[src/rtl/memseq_pkg.sv]
// Shared types for the memory request sequencer: request entry, FSM state, default widths.
package memseq_pkg;
    localparam int MS_ADDR_W = 4;
    localparam int MS_DATA_W = 32;

    typedef struct packed {
        logic                 wr;
        logic [MS_ADDR_W-1:0] addr;
        logic [MS_DATA_W-1:0] wdata;
    } req_t;

    typedef enum logic [1:0] {IDLE, ISSUE, RD_WAIT, RSP} state_e;
endpackage

[src/rtl/memseq_fifo.sv]
// Synchronous request FIFO of req_t entries; push into a full FIFO or pop from an empty one is ignored.
module memseq_fifo
    import memseq_pkg::*;
#(
    parameter int DEPTH = 4,
    localparam int PW   = $clog2(DEPTH)
) (
    input  logic        clk,
    input  logic        rst,
    input  logic        push,
    input  logic        pop,
    input  req_t        din,
    output req_t        dout,
    output logic        full,
    output logic        empty,
    output logic [PW:0] count
);
    req_t          mem [DEPTH];
    logic [PW-1:0] wptr, rptr;
    logic          do_push, do_pop;

    assign do_push = push && !full;
    assign do_pop  = pop && !empty;
    assign full    = (count == (PW+1)'(DEPTH));
    assign empty   = (count == '0);
    assign dout    = mem[rptr];

    always_ff @(posedge clk) begin
        if (do_push) mem[wptr] <= din;
    end

    always_ff @(posedge clk) begin
        if (rst) begin
            wptr  <= '0;
            rptr  <= '0;
            count <= '0;
        end else begin
            if (do_push) wptr <= wptr + PW'(1);
            if (do_pop)  rptr <= rptr + PW'(1);
            case ({do_push, do_pop})
                2'b10:   count <= count + (PW+1)'(1);
                2'b01:   count <= count - (PW+1)'(1);
                default: ;
            endcase
        end
    end
endmodule

[src/rtl/mem_req_sequencer.sv]
// Queues host read/write requests and issues them one at a time on the memory bus, one read outstanding.
// MEMSEQ_PERF_EN adds saturating perf_wr_cnt/perf_rd_cnt bus-cycle counters.
module mem_req_sequencer
    import memseq_pkg::*;
#(
    parameter int ADDR_W     = MS_ADDR_W,
    parameter int DATA_W     = MS_DATA_W,
    parameter int FIFO_DEPTH = 4
) (
    input  logic              clk,
    input  logic              rst,
    input  logic              req_valid,
    output logic              req_ready,
    input  logic              req_wr,
    input  logic [ADDR_W-1:0] req_addr,
    input  logic [DATA_W-1:0] req_wdata,
    output logic              rsp_valid,
    input  logic              rsp_ready,
    output logic [ADDR_W-1:0] rsp_addr,
    output logic [DATA_W-1:0] rsp_rdata,
    output logic              bus_wr,
    output logic              bus_rd,
    output logic [ADDR_W-1:0] bus_addr,
    output logic [DATA_W-1:0] bus_wdata,
    input  logic [DATA_W-1:0] bus_rdata,
    output logic              busy
`ifdef MEMSEQ_PERF_EN
    ,
    output logic [15:0]       perf_wr_cnt,
    output logic [15:0]       perf_rd_cnt
`endif
);
    localparam int CW = $clog2(FIFO_DEPTH) + 1;

    state_e        state;
    req_t          fifo_din, head;
    logic          fifo_full, fifo_empty, push, pop;
    logic [CW-1:0] fifo_count;

    assign req_ready = !fifo_full && !rst;
    assign push      = req_valid && req_ready;
    assign fifo_din  = {req_wr, req_addr, req_wdata};
    assign busy      = !rst && (fifo_count != '0 || state != IDLE);

    // Dequeue only when the bus is free: idle, after a write strobe, or as the response is taken.
    assign pop = !fifo_empty && (state == IDLE || (state == ISSUE && bus_wr) ||
                                 (state == RSP && rsp_ready));

    memseq_fifo #(.DEPTH(FIFO_DEPTH)) u_fifo (
        .clk   (clk),
        .rst   (rst),
        .push  (push),
        .pop   (pop),
        .din   (fifo_din),
        .dout  (head),
        .full  (fifo_full),
        .empty (fifo_empty),
        .count (fifo_count)
    );

    always_ff @(posedge clk) begin
        if (rst) begin
            state     <= IDLE;
            bus_wr    <= 1'b0;
            bus_rd    <= 1'b0;
            bus_addr  <= '0;
            bus_wdata <= '0;
            rsp_valid <= 1'b0;
            rsp_addr  <= '0;
            rsp_rdata <= '0;
        end else begin
            // Strobes are single-cycle; a pop re-arms them for the popped entry.
            bus_wr <= 1'b0;
            bus_rd <= 1'b0;
            if (pop) begin
                bus_wr   <= head.wr;
                bus_rd   <= !head.wr;
                bus_addr <= head.addr;
                if (head.wr) bus_wdata <= head.wdata;
            end
            case (state)
                IDLE:    if (pop) state <= ISSUE;
                ISSUE:   if (!pop) state <= bus_wr ? IDLE : RD_WAIT;
                RD_WAIT: begin
                    rsp_valid <= 1'b1;
                    rsp_rdata <= bus_rdata;
                    rsp_addr  <= bus_addr;
                    state     <= RSP;
                end
                RSP: if (rsp_ready) begin
                    rsp_valid <= 1'b0;
                    state     <= pop ? ISSUE : IDLE;
                end
                default: state <= IDLE;
            endcase
        end
    end

`ifdef MEMSEQ_PERF_EN
    always_ff @(posedge clk) begin
        if (rst) begin
            perf_wr_cnt <= '0;
            perf_rd_cnt <= '0;
        end else begin
            if (bus_wr && perf_wr_cnt != 16'hFFFF) perf_wr_cnt <= perf_wr_cnt + 16'd1;
            if (bus_rd && perf_rd_cnt != 16'hFFFF) perf_rd_cnt <= perf_rd_cnt + 16'd1;
        end
    end
`endif
endmodule

[config.mk]
export PLATFORM = sky130hd
export DESIGN_NAME = mem_req_sequencer
export DESIGN_NICKNAME = d
export VERILOG_FILES = /design/src/rtl/memseq_pkg.sv /design/src/rtl/memseq_fifo.sv /design/src/rtl/mem_req_sequencer.sv
export SDC_FILE = /design/constraint.sdc
export NUM_CORES = 1
export LEC_CHECK = 0
export CAP_MARGIN = 20
export CORE_MARGIN = 4
export CORE_UTILIZATION = 45
export DETAILED_ROUTE_END_ITERATION = 7
export PLACE_DENSITY_LB_ADDON = 0.3
export RECOVER_POWER = 100
export SYNTH_ARGS = -nofsm -noshare
export SYNTH_HDL_FRONTEND = slang
export SYNTH_SLANG_ARGS = --single-unit
[constraint.sdc]
create_clock -name clk -period 2.55 [get_ports clk]
set_input_delay 0.3825 -clock clk [delete_from_list [all_inputs] [get_ports clk]]
set_output_delay 0.3825 -clock clk [all_outputs]
set_load 0.02 [all_outputs]
==> impl_metrics.yaml, run 1 <==
layout:
  syn2layout_area_growth_pct: 29.40
  finalNetCount: 819
  multiInputGateArea_um2: 2482
  drive_gt1_frac: 0.1253
  layout.core_utilization: 0.5919
  sequential_cell_area_um2: 6167
  final_cells: 1025
  n_fill_cell: 1531
grt:
  first_global_vias: 5659
  antenna_found_initial: 2
  grt_util_all_layers: 0.1675
  grt-ovfl-total: 0
  grt_max_degree: 123
  grt_pass1_wl_um: 29550
floorplanning:
  die-area_um2: 22030
  floorplan.die.width_um: 148.4
  floorplan.rows: 51
  io_pins: 150
  initial_core_util: 0.4574
  core-area_um2: 19400
  die_h_um: 148.4
place:
  dp_cells: 979
  gpl.final_weighted_congestion: 0.7545
  place_hpwl_um: 11610
  buffers_on_ports: 149
setup_path:
  startpoint_type: "register"
  r2r_setup_slack_ns: 0.23
  cp.arrival_ns: 2.01
  crit_end: "busy"
  worst_path_max_delay_cell: "dlygate4sd3_1"
  critPathKind: "reg2out"
  cp-end-kind: "primary output"
  worstPathMaxFanout: 7
  critical_path_required_ns: 2.17
  crit_chain: "nor3_4, a21oi_1, dlygate4sd3_1"
  r2r_end: "bus_wdata[24]"
  critical-path-max-stage-delay_ns: 0.68
  startpoint: "u_fifo.count[0]"
  r2r_cells: 5
power_and_ir_drop:
  comb_power_share: 0.251
  post-layout-total-power_mw: 11.20
  seq_power_share: 0.425
  vdd.ir_drop.worst_mv: 0.6859
  switching_share: 0.2811
  cellInternalPower_mw: 8.055
  p_switching_mw: 3.149
  static_leakage_nw: 4.232
  power_per_cell_area_nw_per_um2: 975.8
  p_clk_frac: 0.324
sta:
  relSlewSlack: 0.2924
  maxClockFrequency_mhz: 417.8
  grt_setup_unrepaired: "no"
  period_minus_slack_ns: 2.393
  worst_pin_slew_ns: 1.059
  finClkSkew_ns: 0.01281
  finalMaxSlewViolations: 0
  final.period_utilization: 0.9386
  fin_setup_tns_ns: 0
  final_hold_viol_count: 0
  number_of_setup_violations_in_the_final_report: 0
  hold_slack_ns: 0.4336
synthesis:
  mappedNetlistArea_um2: 8874
  synth_sequential_area_ratio: 0.6949
  ys.warnings.count: 0
  synth-seq-cells: 234
  post_synth.cell_area_avg_um2: 15.30
  synthesis.nets: 659
  synth_area_leaders: "edfxtp_1, dfxtp_1, mux4_2"
  post-synth-top-area-fraction: 0.5008
  post_synth_inst_count: 580
  synthDominantAreaCellType: "edfxtp_1"
  yosys.cell_types.count: 35
route:
  drt-initial-drc-count: 291
  num_vias: 5204
  post-route-drc-count: 0
  overall_routed_net_length_um: 18390
  antenna_left: 0
  drt_pass1_iterations: 6
  vias_per_cell: 5.077
  routedWlPerCell_um: 17.94
clocking:
  cts_root_buffer: "clkbuf_16"
  clock_latency_ns: 0.50
  cts_max_path_buffers: 3
  clk_transition_reported_paths_ns: 0.06
  clock_tree_from_tritoncts: "done"
  clock_sinks: 234
  cts-buffers-inserted: 24
  post_cts.repair.setup_buffers: 0
  ctsHtreeMaxLevel: 1
flow_run:
  max-cap-violations: 0
outcome:
  run_status: "completed"
worst_hold_path:
  min-delay-path-class: "in2reg"
-- worst min path at each step --
| stage | to | cells past startpoint | slack [ns] | from |
|---|---|---|---|---|
| after floorplan | u_fifo.count[2] | 2 | 0.47 | u_fifo.count[2] |
| after global placement | rsp_rdata[21] | 2 | 0.44 | rsp_rdata[21] |
| after detailed placement | rsp_rdata[13] | 2 | 0.45 | rsp_rdata[13] |
| after CTS | rsp_rdata[22] | 3 | 0.42 | bus_rdata[22] |
| after global routing | rsp_rdata[6] | 3 | 0.44 | bus_rdata[6] |
| final | rsp_rdata[22] | 3 | 0.43 | bus_rdata[22] |
-- area by class of cell --
type,instances,share of cell area
antenna,2,0.0004359
clock buffer,31,0.05819
clock inverter,13,0.01449
inverter,5,0.001635
multi-input combinational,306,0.2162
sequential,234,0.5371
tap,265,0.02888
timing repair buffer,169,0.1431
-- power by group through the flow --
stage	clock network [mW]	registers (mW)	logic, mW
finish	3.63	4.76	2.81
global route	3.89	4.81	3.06
CTS	3.71	4.78	3.03
detailed placement	0	4.85	3.01
global placement	0	4.81	2.95
floorplan	0	5.18	1.49
-- per-stage QoR --
| stage | setup WS (ns) | cell area (um^2) |
|---|---|---|
| 2_1_floorplan | 0.2691 | 8874 |
| 4_1_cts | 0.1338 | 11560 |
| 3_3_place_gp | 0.1151 | 10720 |
| 6_report | 0.1565 | 11480 |
| 5_1_grt | 0.01864 | 11480 |
| 3_5_place_dp | -0.05589 | 10720 |
-- placed cells by master, fill, tap and decap left out, types with 6 or more instances in the layout --
master	count
clkdlybuf4s50_1	35
clkbuf_16	25
mux2i_1	33
o31ai_1	6
nand2b_1	65
clkbuf_1	9
mux4_2	34
nor2_1	7
dfxtp_1	85
edfxtp_1	148
dlygate4sd3_1	113
nand2_1	73
a21oi_1	48
clkbuf_2	6
nand4_1	6
-- routing by layer --
layer / GRT usage / vias up / wire [um]
met5: 0 / - / 0
met4: 0.03972 / 0 / 235
met3: 0.03047 / 19 / 929
met2: 0.3012 / 135 / 9652
met1: 0.2112 / 2599 / 7575
li1: - / 2451 / -
-- kinds of logic (layout without fill, tap and decap cells) --
logic type	Yosys count	in the layout	share of synthesized area
other	0	2	0
xor gates and xnor gates	2	2	0.001974
and+or+nand+nor	169	169	0.09870
AOI/OAI and AO/OA	57	57	0.03469
buffers and inverters	40	218	0.02552
DFF	234	234	0.6949
adders and majority gates	6	6	0.009306
muxes	72	72	0.1349
-- worst max-delay path: cells and delay by family, from the launching register on --
family	cells	cell delay [ns]
AO/OA/AOI/OAI	1	0.11
buffers and inverters	1	0.68
AND/OR/NAND/NOR	1	0.35
flip-flops	1	0.38
-- state kept, by name (all words and copies together), names as in the netlist, named ones only --
name and flops:
state 1, u_fifo.count 3, u_fifo.rptr 2, bus_wdata 32, bus_rd 1, rsp_addr 4, u_fifo.wptr 2, bus_addr 4
bus_wr 1, u_fifo.mem 148, rsp_rdata 32, rsp_valid 1
-- repair_timing --
item                                    CTS  global route
hold buffers                              0             0
hold endpoints to repair                  0             0
endpoints found under the setup margin    1             1
resized for setup                         1             1
-- synthesized netlist by cell type, drive strengths merged --
| cell type | number |
|---|---|
| nand2 | 73 |
| nor2 | 7 |
| xor2 | 1 |
| clkbuf | 23 |
| nor3b | 3 |
| mux2 | 2 |
| a21bo | 1 |
| nor2b | 2 |
| or3 | 2 |
| nand2b | 65 |
| or4 | 2 |
| or3b | 1 |
| o31ai | 6 |
| nand4 | 6 |
| mux2i | 33 |
| inv | 5 |
| nand3 | 1 |
| edfxtp | 148 |
| a21oi | 48 |
| ha | 5 |
| nor3 | 3 |
| mux4 | 37 |
| buf | 12 |
| dfxtp | 86 |
| fa | 1 |
| and2 | 4 |
| xnor2 | 1 |
| a21boi | 1 |
| o21ai | 1 |
No activity file was read; power rests on OpenSTA's default activity.
==> inputs of run 2 (changes only) <==
--- a/config.mk
+++ b/config.mk
@@ -5,6 +5,7 @@
 export SDC_FILE = /design/constraint.sdc
 export NUM_CORES = 1
 export LEC_CHECK = 0
+export ABC_CLOCK_PERIOD_IN_PS = 2550
 export CAP_MARGIN = 20
 export CORE_MARGIN = 4
 export CORE_UTILIZATION = 45
==> results of run 2 <==
The final DEF is identical to that of run 1; final timing and power are the same.
